===== config.mk =====
export PLATFORM = sky130hd
export DESIGN_NAME = frame_sequencer
export DESIGN_NICKNAME = d
export VERILOG_FILES = /design/src/rtl/frame_sequencer.sv
export SDC_FILE = /design/constraint.sdc
export NUM_CORES = 1
export LEC_CHECK = 0
export BUFFER_PORTS_ARGS = -buffer_cell sky130_fd_sc_hd__buf_2
export CAP_MARGIN = 20
export CORE_MARGIN = 3
export CORE_UTILIZATION = 55
export CTS_CLUSTER_SIZE = 12
export DETAILED_ROUTE_END_ITERATION = 6
export GPL_ROUTABILITY_DRIVEN = 0
export PLACE_DENSITY = 0.76
export REMOVE_ABC_BUFFERS = 1
export SETUP_SLACK_MARGIN = 0.02
export SLEW_MARGIN = 0
export SYNTH_ARGS = -nofsm -noshare
export SYNTH_HDL_FRONTEND = slang
export SYNTH_SLANG_ARGS = --single-unit

===== constraint.sdc =====
create_clock -name clock -period 2.9 [get_ports clock]
set_input_delay 0.29 -clock clock [delete_from_list [all_inputs] [get_ports clock]]
set_output_delay 0.29 -clock clock [all_outputs]
set_load 0.05 [all_outputs]

===== src/rtl/frame_sequencer.sv =====
// frame_sequencer: per-frame sequencing of a game-grid update followed by
// an LED refresh, with a fixed frame period measured by a saturating timer.
// Optional feature: define FRAME_TIMEOUT_EN to abort a stalled LED refresh
// after TIMEOUT_CYCLES cycles in WAIT_LED. Without it, WAIT_LED waits
// indefinitely and timeout is tied low.
`default_nettype none

module frame_sequencer #(
   parameter int unsigned FRAME_CYCLES   = 500000,
   parameter int unsigned GRID_CYCLES    = 2,
   parameter int unsigned TIMEOUT_CYCLES = 400000
) (
   input  logic        clock,
   input  logic        reset_n,
   input  logic        run,
   input  logic        led_finished,
   input  logic        clear_flags,
   output logic        grid_enable,
   output logic        led_start,
   output logic        frame_done,
   output logic        busy,
   output logic        overrun,
   output logic        timeout,
   output logic [15:0] frame_count
);

   localparam int unsigned TW = $clog2(FRAME_CYCLES);
   localparam logic [TW-1:0] TIMER_LAST = TW'(FRAME_CYCLES - 1);
   localparam logic [TW-1:0] GRID_LAST  = TW'(GRID_CYCLES - 1);

   // Reject parameter sets that cannot fit grid, launch, wait and hold in a frame.
   if (GRID_CYCLES < 1 || FRAME_CYCLES < GRID_CYCLES + 4) begin : g_bad_frame
      $error("frame_sequencer: FRAME_CYCLES must be >= GRID_CYCLES+4, GRID_CYCLES >= 1");
   end
   if (TIMEOUT_CYCLES < 1) begin : g_bad_timeout
      $error("frame_sequencer: TIMEOUT_CYCLES must be >= 1");
   end

   typedef enum logic [2:0] {IDLE, GRID, LAUNCH, WAIT_LED, HOLD} state_e;

   state_e          state_q, state_d;
   logic [TW-1:0]   timer_q, timer_d;
   logic [15:0]     frame_count_q;
   logic            grid_enable_q, grid_enable_d;
   logic            led_start_q, led_start_d;
   logic            frame_done_q, frame_done_d;
   logic            overrun_q, overrun_set;
   logic            timer_sat;
   logic            timeout_hit;

   assign timer_sat = (timer_q == TIMER_LAST);

   // State register plus the registered strobes derived from the next state.
   always_ff @(posedge clock or negedge reset_n) begin
      if (!reset_n) begin
         state_q       <= IDLE;
         grid_enable_q <= 1'b0;
         led_start_q   <= 1'b0;
         frame_done_q  <= 1'b0;
      end else begin
         // NOTE: non-blocking assignments so every flop samples pre-edge values.
         state_q       <= state_d;
         grid_enable_q <= grid_enable_d;
         led_start_q   <= led_start_d;
         frame_done_q  <= frame_done_d;
      end
   end

   // Next-state logic; a refresh end (or hold expiry) chooses IDLE, GRID or HOLD.
   always_comb begin
      // NOTE: default first so no path leaves state_d unassigned (no latch).
      state_d = state_q;
      unique case (state_q)
         IDLE:     if (run) state_d = GRID;
         GRID:     if (timer_q == GRID_LAST) state_d = LAUNCH;
         LAUNCH:   state_d = WAIT_LED;
         WAIT_LED: begin
            if (led_finished || timeout_hit) begin
               if (!run)           state_d = IDLE;
               else if (timer_sat) state_d = GRID;
               else                state_d = HOLD;
            end
         end
         HOLD: begin
            if (!run)           state_d = IDLE;
            else if (timer_sat) state_d = GRID;
         end
         default:  state_d = IDLE;
      endcase
   end

   // Output decode: strobes are computed one cycle early and registered.
   always_comb begin
      grid_enable_d = (state_d == GRID);
      led_start_d   = (state_d == LAUNCH);
      frame_done_d  = (state_q == WAIT_LED) && led_finished;
   end

   // Frame timer: restart on GRID entry, count while busy, saturate at the frame end.
   always_comb begin
      timer_d = timer_q;
      if (state_d == GRID && state_q != GRID) begin
         timer_d = '0;
      end else if (state_q != IDLE && !timer_sat) begin
         timer_d = timer_q + TW'(1);
      end
      overrun_set = (state_d inside {GRID, LAUNCH, WAIT_LED}) && (timer_d == TIMER_LAST);
   end

   // Timer, completed-frame counter and sticky overrun flag (set beats clear).
   always_ff @(posedge clock or negedge reset_n) begin
      if (!reset_n) begin
         timer_q       <= '0;
         frame_count_q <= '0;
         overrun_q     <= 1'b0;
      end else begin
         timer_q   <= timer_d;
         overrun_q <= overrun_set | (overrun_q & ~clear_flags);
         if (frame_done_d) frame_count_q <= frame_count_q + 16'd1;
      end
   end

`ifdef FRAME_TIMEOUT_EN
   localparam int unsigned DW = $clog2(TIMEOUT_CYCLES + 1);
   localparam logic [DW-1:0] DWELL_LAST = DW'(TIMEOUT_CYCLES - 1);

   logic [DW-1:0] dwell_q;
   logic          timeout_q;

   assign timeout_hit = (state_q == WAIT_LED) && !led_finished && (dwell_q == DWELL_LAST);

   // WAIT_LED dwell counter and sticky timeout flag (set beats clear).
   always_ff @(posedge clock or negedge reset_n) begin
      if (!reset_n) begin
         dwell_q   <= '0;
         timeout_q <= 1'b0;
      end else begin
         if (state_d == WAIT_LED && state_q != WAIT_LED) dwell_q <= '0;
         else if (state_q == WAIT_LED)                  dwell_q <= dwell_q + DW'(1);
         timeout_q <= timeout_hit | (timeout_q & ~clear_flags);
      end
   end

   assign timeout = timeout_q;
`else
   assign timeout_hit = 1'b0;
   assign timeout     = 1'b0;
`endif

   assign grid_enable = grid_enable_q;
   assign led_start   = led_start_q;
   assign frame_done  = frame_done_q;
   assign busy        = (state_q != IDLE);
   assign overrun     = overrun_q;
   assign frame_count = frame_count_q;

endmodule

`default_nettype wire


Word-level counts from Yosys, hierarchy flattened:

Cells that the tools add are included.
W data, S select, Z words.

* output and inout bits: 22
* word-level logic and storage cells: 41
* bits of input ports: 5
* flip-flop bits (word level): 42

* bitwise operators: 3
* $add $sub $neg: 2
* equal/unequal tests: 11
* reduce and logical (&&, ||, !) cells: 8
* multiplexer cells: 10

Operators by type and width (count)
* $eq A19 B19 Y1 const B: 2
* $mux W19: 2
* $mux W3: 7
* $add A19 B1 Y19 const B: 1
* $eq A19 B1 Y1 const B: 1
* $add A16 B1 Y16 const B: 1
* $pmux W3 S5: 1
* $eq A3 B2 Y1 const B: 4
* $eq A3 B1 Y1 const B: 2
* $reduce_bool A3 Y1: 2
* $logic_and A1 B1 Y1: 4
* $eq A3 B3 Y1 const B: 1
* $logic_not A3 Y1: 1
* $ne A3 B1 Y1 const B: 1
* $and A1 B1 Y1: 1
* $logic_not A1 Y1: 1
* $not A1 Y1: 1
* $or A1 B1 Y1: 1

Longest topological paths before layout:

Gate-level depths: netlist of the first run.

* word-level depth: 11
* depth in mapped cells: 9

Least setup slack after synthesis of the first run:

Ideal clock, no wire load.

* path type: register -> register
* start: reg timer_q[0]
* end: reg overrun_q, in the netlist overrun
* cell stages (with the launch flop): 8
* arrival: 2.150 ns
* path slack: 0.646 ns
* path buffers: 0
* required time: 2.796 ns
* cells stage by stage: dfrtp_1 > ha_1 > nand4_4 > nor3_4 > nand3_2 > xor2_1 > or4_4 > o41ai_2

* longest elaborated chain between the ends: 11

RTL lines
* start, declared: RTL line 42 `logic [TW-1:0] timer_q, timer_d;`
* start signal, assigned: RTL line 117 `timer_q <= timer_d;`
* $eq A19 B19 Y1: RTL line 51 `assign timer_sat = (timer_q == TIMER_LAST);`
* $mux W3: RTL line 80 `else if (timer_sat) state_d = GRID;`
* $mux W3: RTL line 79 `if (!run) state_d = IDLE;`
* $mux W3: RTL line 78 `if (led_finished || timeout_hit) begin`
* $pmux W3 S5: RTL line 73 `unique case (state_q)`
* $eq A3 B1 Y1: RTL line 102, 107
* $logic_and A1 B1 Y1: RTL line 102 `if (state_d == GRID && state_q != GRID) begin`
* $mux W19: RTL line 102
* $eq A19 B19 Y1: RTL line 107 `overrun_set = (state_d inside {GRID, LAUNCH, WAIT_LED}) && (timer_d == TIMER_LAST);`
* $logic_and A1 B1 Y1 (*): RTL line 107
* $or A1 B1 Y1 (*): RTL line 118 `overrun_q <= overrun_set | (overrun_q & ~clear_flags);`
* end signal, assigned: RTL line 118
* end, declared: RTL line 47 `logic overrun_q, overrun_set;`

Mark *: on every way between the ends. The rest lies on a longest branch, timed or not.
A chain may end at the register's enable or synchronous reset.

Worst setup path in the final report of the first run:

Same ends and word-level chain as after synthesis.

==> metrics.md, run 1 <==
| Metric | Value |
|---|---|
| Status | `completed` |
| Die Width | `72.6 µm` |
| DIE AREA | `5270 µm²` |
| Yosys cell types | `53` |
| Reg2Reg Depth | `7` |
| Layout cell share with drive strength beyond 1 | `18.1%` |
| Minimum clock period | `2500 ps` |
| End of the worst register-to-register path | `overrun$_DFF_PN0_` |
| Yosys warning total | `0` |
| Post-Synth XOR/XNOR Area | `11.5%` |
| Slowest stage delay, CP | `520 ps` |
| Post-synth EDFFs | `0` |
| Peak VDD IR | `0.000541 V` |
| Vias post-DR | `1873` |
| Syn avg cell area | `9.61 µm²` |
| Die H | `72.6 µm` |
| CORE AREA | `4140 µm²` |
| Adder-cell share of the synthesized area | `1.54%` |
| Cell family with most CP delay | `simple AND/OR/NAND/NOR gates` |
| Fin. max-slew vios | `0` |
| First-pass GRT wire length | `8.46 mm` |
| Fraction of the mapped netlist area in compound gates | `10.5%` |
| # port buffers | `25` |
| Post-CTS setup buffer count | `0` |
| Flops & latches, synth | `42` |
| Maxcap violations | `0` |
| Yosys top cell area share | `43.1%` |
| Area growth, synth to finish | `7.49%` |
| Hold Path Class | `in2async` |
| Fin crit share | `86.2%` |
| RSZ-0062 raised after global routing | `false` |
| Sequential area share after synthesis | `43.1%` |
| Clock Latency Late Sink | `290 ps` |
| Synth Instances | `254` |
| Design Power | `0.00183 W` |
| Final core utilization | `63.3%` |
| Critical path class | `reg2reg` |
| Total iterations of the first detailed-routing run | `4` |
| Hpwl dp | `3.52 mm` |
| Crit path buf inv count | `0` |
| Reg-to-Reg Start | `timer_q[0]$_DFF_PN0_` |
| # resized after CTS | `0` |
| Initial antenna violation count | `0` |
| Cts-stage hold buffer count | `0` |
| Drt total wl | `4.80 mm` |
| Reg-to-reg slack, setup | `400 ps` |
| CP arrival | `2690 ps` |
| Crit-path cells | `ha_1 > nand4_4 > nor3_4 > nand3_2 > xor2_1 > or4_4 > o41ai_2` |
| Synth area leader | `dfrtp_1` |
| DP Area | `2540 µm²` |
| Pwr/cell area | `697 nW/µm²` |
| Num ports | `27` |
| Simple-gate share of the synthesized area | `27.1%` |
| Main combinational cell family by area after synthesis | `simple AND/OR/NAND/NOR gates` |
| CTS clock-pin slew for the worst setup and hold paths | `70 ps` |
| Num CTS Buffers | `5` |
| Mux share of post-synthesis cell area | `0.872%` |
| Crit-path slowest cell | `or4_4` |
| Wirelength per Cell | `14.9 µm` |
| CTS max path bufs | `2` |
| GRT Residual Overflow | `0` |
| Final setup fails | `0` |
| Pin count of the biggest net entering global routing | `43` |
| Area of the mapped netlist | `2440 µm²` |
| Overall Global Routing Usage | `20.4%` |
| Row Count | `23` |
| Worst Skew | `7.40 ps` |
| Setup crit end kind | `flip-flop` |
| TritonCTS clock tree | `done` |
| DR DRC count | `0` |
| Design area | `2620 µm²` |
| Vias in the first global route | `1814` |
| Post-synth ARST share | `100%` |
| CP Launch Type | `flip-flop` |
| H-tree depth | `2` |
| CP Max Fanout | `9` |
| CTS Sinks | `42` |
| Critical Path RT | `3090 ps` |
| Nets | `279` |
| Vias/cell | `5.83` |
| Pleak | `1.22 nW` |
| Antenna Cells | `0` |
| DRT iter0 DRCs | `60` |
| Tightest hold margin | `118 ps` |
| Top FF cell, synth | `dfrtp_1` |
| Top cells by area, synth | `dfrtp_1, xnor2_1, xor2_1` |
| Initial core utilization | `58.9%` |
| Worst slew margin | `40.5%` |
| Setup TNS | `0 ps` |
| Clk root buf | `clkbuf_8` |
| Slew @ Worst Pin | `893 ps` |
| Fmax | `400 MHz` |
| Hold Vio Cnt, Final | `0` |
| Antenna viol nets, final | `0` |
## cells by family after synthesis
| group | Yosys count |
|---|---|
| and+or+nand+nor | 112 |
| DFF | 42 |
| AOI/OAI and AO/OA | 37 |
| xor gates and xnor gates | 32 |
| buffers and inverters | 25 |
| adders and majority gates | 3 |
| muxes | 2 |
| other | 1 |
## registers in the layout, summed over array words and instances, names as in the netlist
register     count
overrun          1
led_start        1
grid_enable      1
state_q          3
frame_done       1
timer_q         19
frame_count     16
## per-layer routing
metal  part of all wire [%]  global-route usage (%)  up-vias
met5                      0                       0        -
met4                    1.3                    7.17        0
met3                    4.4                    5.10        7
met2                     47                    31.3       32
met1                     47                    28.2      915
li1                       -                       -      919
## area by class of cell
cell class,instances,area (µm²)
clock buffer,5,68.8
multi-input combinational,187,1260
timing repair buffer,27,140
inverter,8,30.0
sequential,42,1050
tap,50,62.6
clock inverter,2,10.0
fill,355,1520
## worst max path at each step
stage                     depth (start not counted)                 to            startpoint
after detailed placement                          7  overrun$_DFF_PN0_  timer_q[0]$_DFF_PN0_
after floorplan                                   5  overrun$_DFF_PN0_  state_q[0]$_DFF_PN0_
final                                             7  overrun$_DFF_PN0_  timer_q[0]$_DFF_PN0_
after global placement                            7  overrun$_DFF_PN0_  timer_q[0]$_DFF_PN0_
after CTS                                         7  overrun$_DFF_PN0_  timer_q[0]$_DFF_PN0_
after global routing                              7  overrun$_DFF_PN0_  timer_q[0]$_DFF_PN0_
## placed cells by master, fill, tap and decap left out, types with 2 or more instances in the layout
master / count
nand3_1: 7
and3_1: 3
clkbuf_8: 5
nor4_1: 3
xor2_1: 16
nand2b_1: 3
o211ai_1: 2
nand2_1: 20
a21oi_1: 12
o21a_1: 2
and4_1: 3
o21ai_0: 4
and2_1: 3
buf_4: 2
dfrtp_1: 42
ha_1: 3
or3_1: 2
xnor2_1: 16
a41oi_1: 2
clkinv_2: 2
o31ai_1: 2
nor3_4: 2
nor3_1: 3
inv_1: 8
nand4_1: 12
nor4_2: 3
nor2_1: 36
a211oi_1: 4
buf_2: 25
## report_power, final
| part | internal [W] | total (W) | switching (W) |
|---|---|---|---|
| logic | 0.000217 | 0.000675 | 0.000458 |
| clock network | 0.000161 | 0.000350 | 0.000188 |
| registers | 0.000669 | 0.000804 | 0.000134 |
| total | 0.00105 | 0.00183 | 0.000781 |
## synth_stat cells, types with 3 or more instances
master and n:
dfrtp_1 42, nor2_1 36, nand2_1 20, xnor2_1 16, xor2_1 16, a21oi_1 12, nand4_1 12, inv_1 8
buf_2 7, nand3_1 7, buf_4 5, a211oi_1 4, clkbuf_1 4, o21ai_0 4, and2_1 3, and3_1 3
and4_1 3, ha_1 3, nand2b_1 3, nor3_1 3, nor4_1 3, nor4_2 3
## stage by stage
stage | setup slack [ps] | cells
6_report | 400 | 321
5_1_grt | 161 | 321
4_1_cts | 408 | 321
3_5_place_dp | 405 | 314
3_3_place_gp | 527 | 314
2_1_floorplan | -69.6 | 237
Note: power is estimated with default switching activity, not from simulation.
==> inputs of run 2 (changes only) <==
CTS_BUF_LIST = sky130_fd_sc_hd__clkbuf_8   (was unset)
PLACE_DENSITY = 0.88   (was 0.76)
==> run 2 against run 1 <==
Largest cell class unchanged. Fmax shrank 0.61%. Design area grew 2.2%. Via count is 1.8% higher. Combinational power rose by 3%. Clock-buffer cell count is the same. Non-clock buffer count is the same. Global-route usage grew 1.4 points.
==> metrics.md, run 2 (same netlist as run 1, synthesis figures left out) <==
| Metric | Value |
|---|---|
| Critical Path RT | `3100 ps` |
| Overall Global Routing Usage | `21.8%` |
| Clk root buf | `clkbuf_8` |
| Tightest hold margin | `110 ps` |
| Reg2Reg Depth | `7` |
| H-tree depth | `2` |
| M2 GR Usage | `35.4%` |
| Initial antenna violation count | `0` |
| DP Area | `2540 µm²` |
| Pwr/cell area | `766 nW/µm²` |
| Num CTS Buffers | `5` |
| Critical path class | `reg2reg` |
| Fmax | `398 MHz` |
| Vias in the first global route | `1984` |
| Fin crit share | `86.7%` |
| Drt total wl | `5.20 mm` |
| Vias/cell | `5.92` |
| DRT iter0 DRCs | `104` |
| # resized after CTS | `0` |
| CTS Sinks | `42` |
| Pre-CTS setup slack | `400 ps` |
| Final core utilization | `64.7%` |
| Hold Vio Cnt, Final | `0` |
| Crit-path cells | `ha_1 > nand4_4 > nor3_4 > nand3_2 > xor2_1 > or4_4 > o41ai_2` |
| Clock Latency Late Sink | `300 ps` |
| Antenna Cells | `0` |
| First-pass GRT wire length | `8.98 mm` |
| GR Util met3 | `5.51%` |
| CP Max Fanout | `9` |
| Largest Register | `timer_q` |
| Worst Skew | `6.05 ps` |
| Most frequent cells in the layout | `dfrtp_1, nor2_1, buf_2` |
| Worst slew margin | `39.9%` |
| Worst setup path startpoint | `timer_q[0]$_DFF_PN0_` |
| Final setup fails | `0` |
| M1 GR Usage | `27.4%` |
| Total iterations of the first detailed-routing run | `4` |
| DR DRC count | `0` |
| Status | `completed` |
| Post-CTS setup buffer count | `0` |
| Slowest stage delay, CP | `520 ps` |
| Final worst-path setup slack | `385 ps` |
| Reg-to-Reg Start | `timer_q[0]$_DFF_PN0_` |
| Maxcap violations | `0` |
| Sequential Area | `1050 µm²` |
| Hold Path Class | `in2async` |
| CTS clock-pin slew for the worst setup and hold paths | `80 ps` |
| Design area | `2680 µm²` |
| Area growth, synth to finish | `9.90%` |
| Antenna viol nets, final | `0` |
| DIE AREA | `5270 µm²` |
| Slew @ Worst Pin | `902 ps` |
| Row Count | `23` |
| Fin. max-slew vios | `0` |
| GR peak layer | `met2` |
| Pleak | `1.25 nW` |
| Commonest non-fill, non-tap cell in the layout | `dfrtp_1` |
| CP Launch Type | `flip-flop` |
| Peak VDD IR | `0.000619 V` |
| Die H | `72.6 µm` |
| Area occupied by multi-input gates | `1260 µm²` |
| Num ports | `27` |
| # port buffers | `25` |
| Max reg flops | `19` |
| Pin count of the biggest net entering global routing | `43` |
| RSZ-0062 raised after global routing | `false` |
| Design Power | `0.00205 W` |
| Layout cell share with drive strength beyond 1 | `18.4%` |
| Vias post-DR | `1906` |
| GRT Residual Overflow | `0` |
| Crit-path slowest cell | `or4_4` |
| CTS max path bufs | `2` |
| Initial core utilization | `58.9%` |
| Die Width | `72.6 µm` |
| Wirelength per Cell | `16.1 µm` |
| CORE AREA | `4140 µm²` |
| Minimum clock period | `2520 ps` |
| Cts-stage hold buffer count | `0` |
| Fillers | `330` |
| Setup crit end kind | `flip-flop` |
| Nets | `279` |
| TritonCTS clock tree | `done` |
| Hpwl dp | `3.77 mm` |
| CP arrival | `2710 ps` |
==> run 2: cell types whose count changed in the layout (fill, tap and decap cells not counted), sizes merged <==
cell    before  now
clkinv       2    1
bufinv       0    2
==> run 2: per-stage QoR <==
stage | TNS, ps | instances
final | 0 | 322
after CTS | 0 | 322
after floorplan | -69.6 | 237
after detailed placement | 0 | 314
after global routing | 0 | 322
after global placement | 0 | 314
==> run 2: power by group <==
part	internal [W]	switching (W)	leakage, nW
clock network	0.000345	0.000209	0.0683
logic	0.000219	0.000474	0.619
registers	0.000669	0.000140	0.559
total	0.00123	0.000823	1.25
==> run 2: critical path, delay by kind of cell (launching register included) <==
kind                     cells  cell delay, ps
XOR/XNOR                     1             170
AO/OA/AOI/OAI                1             220
adder cells (fa/ha/maj)      1             290
AND/OR/NAND/NOR              4            1280
flip-flops                   1             450
==> run 2: layout make-up <==
cell class                 count  area share [%]
clock buffer                   5            2.57
timing repair buffer          27            5.23
multi-input combinational    187            47.0
clock inverter                 3            2.57
inverter                       8            1.12
sequential                    42            39.2
tap                           50            2.33
==> run 2: final timing paths <==
| kind | slack (ps) | end |
|---|---|---|
| min reg2reg | 480 | frame_count[15]$_DFFE_PN0P_ |
| min | 110 | frame_count[8]$_DFFE_PN0P_ |
| max | 380 | overrun$_DFF_PN0_ |
| max in group asynchronous | 2230 | led_start$_DFF_PN0_ |
| min in group clock | 250 | state_q[2]$_DFF_PN0_ |
| max reg2reg | 380 | overrun$_DFF_PN0_ |
==> run 2: metal layers <==
metal	share of wire, %	vias to the layer above
met5	0	-
met4	2.2	0
met2	48	68
met1	44	907
met3	6.0	14
li1	-	917
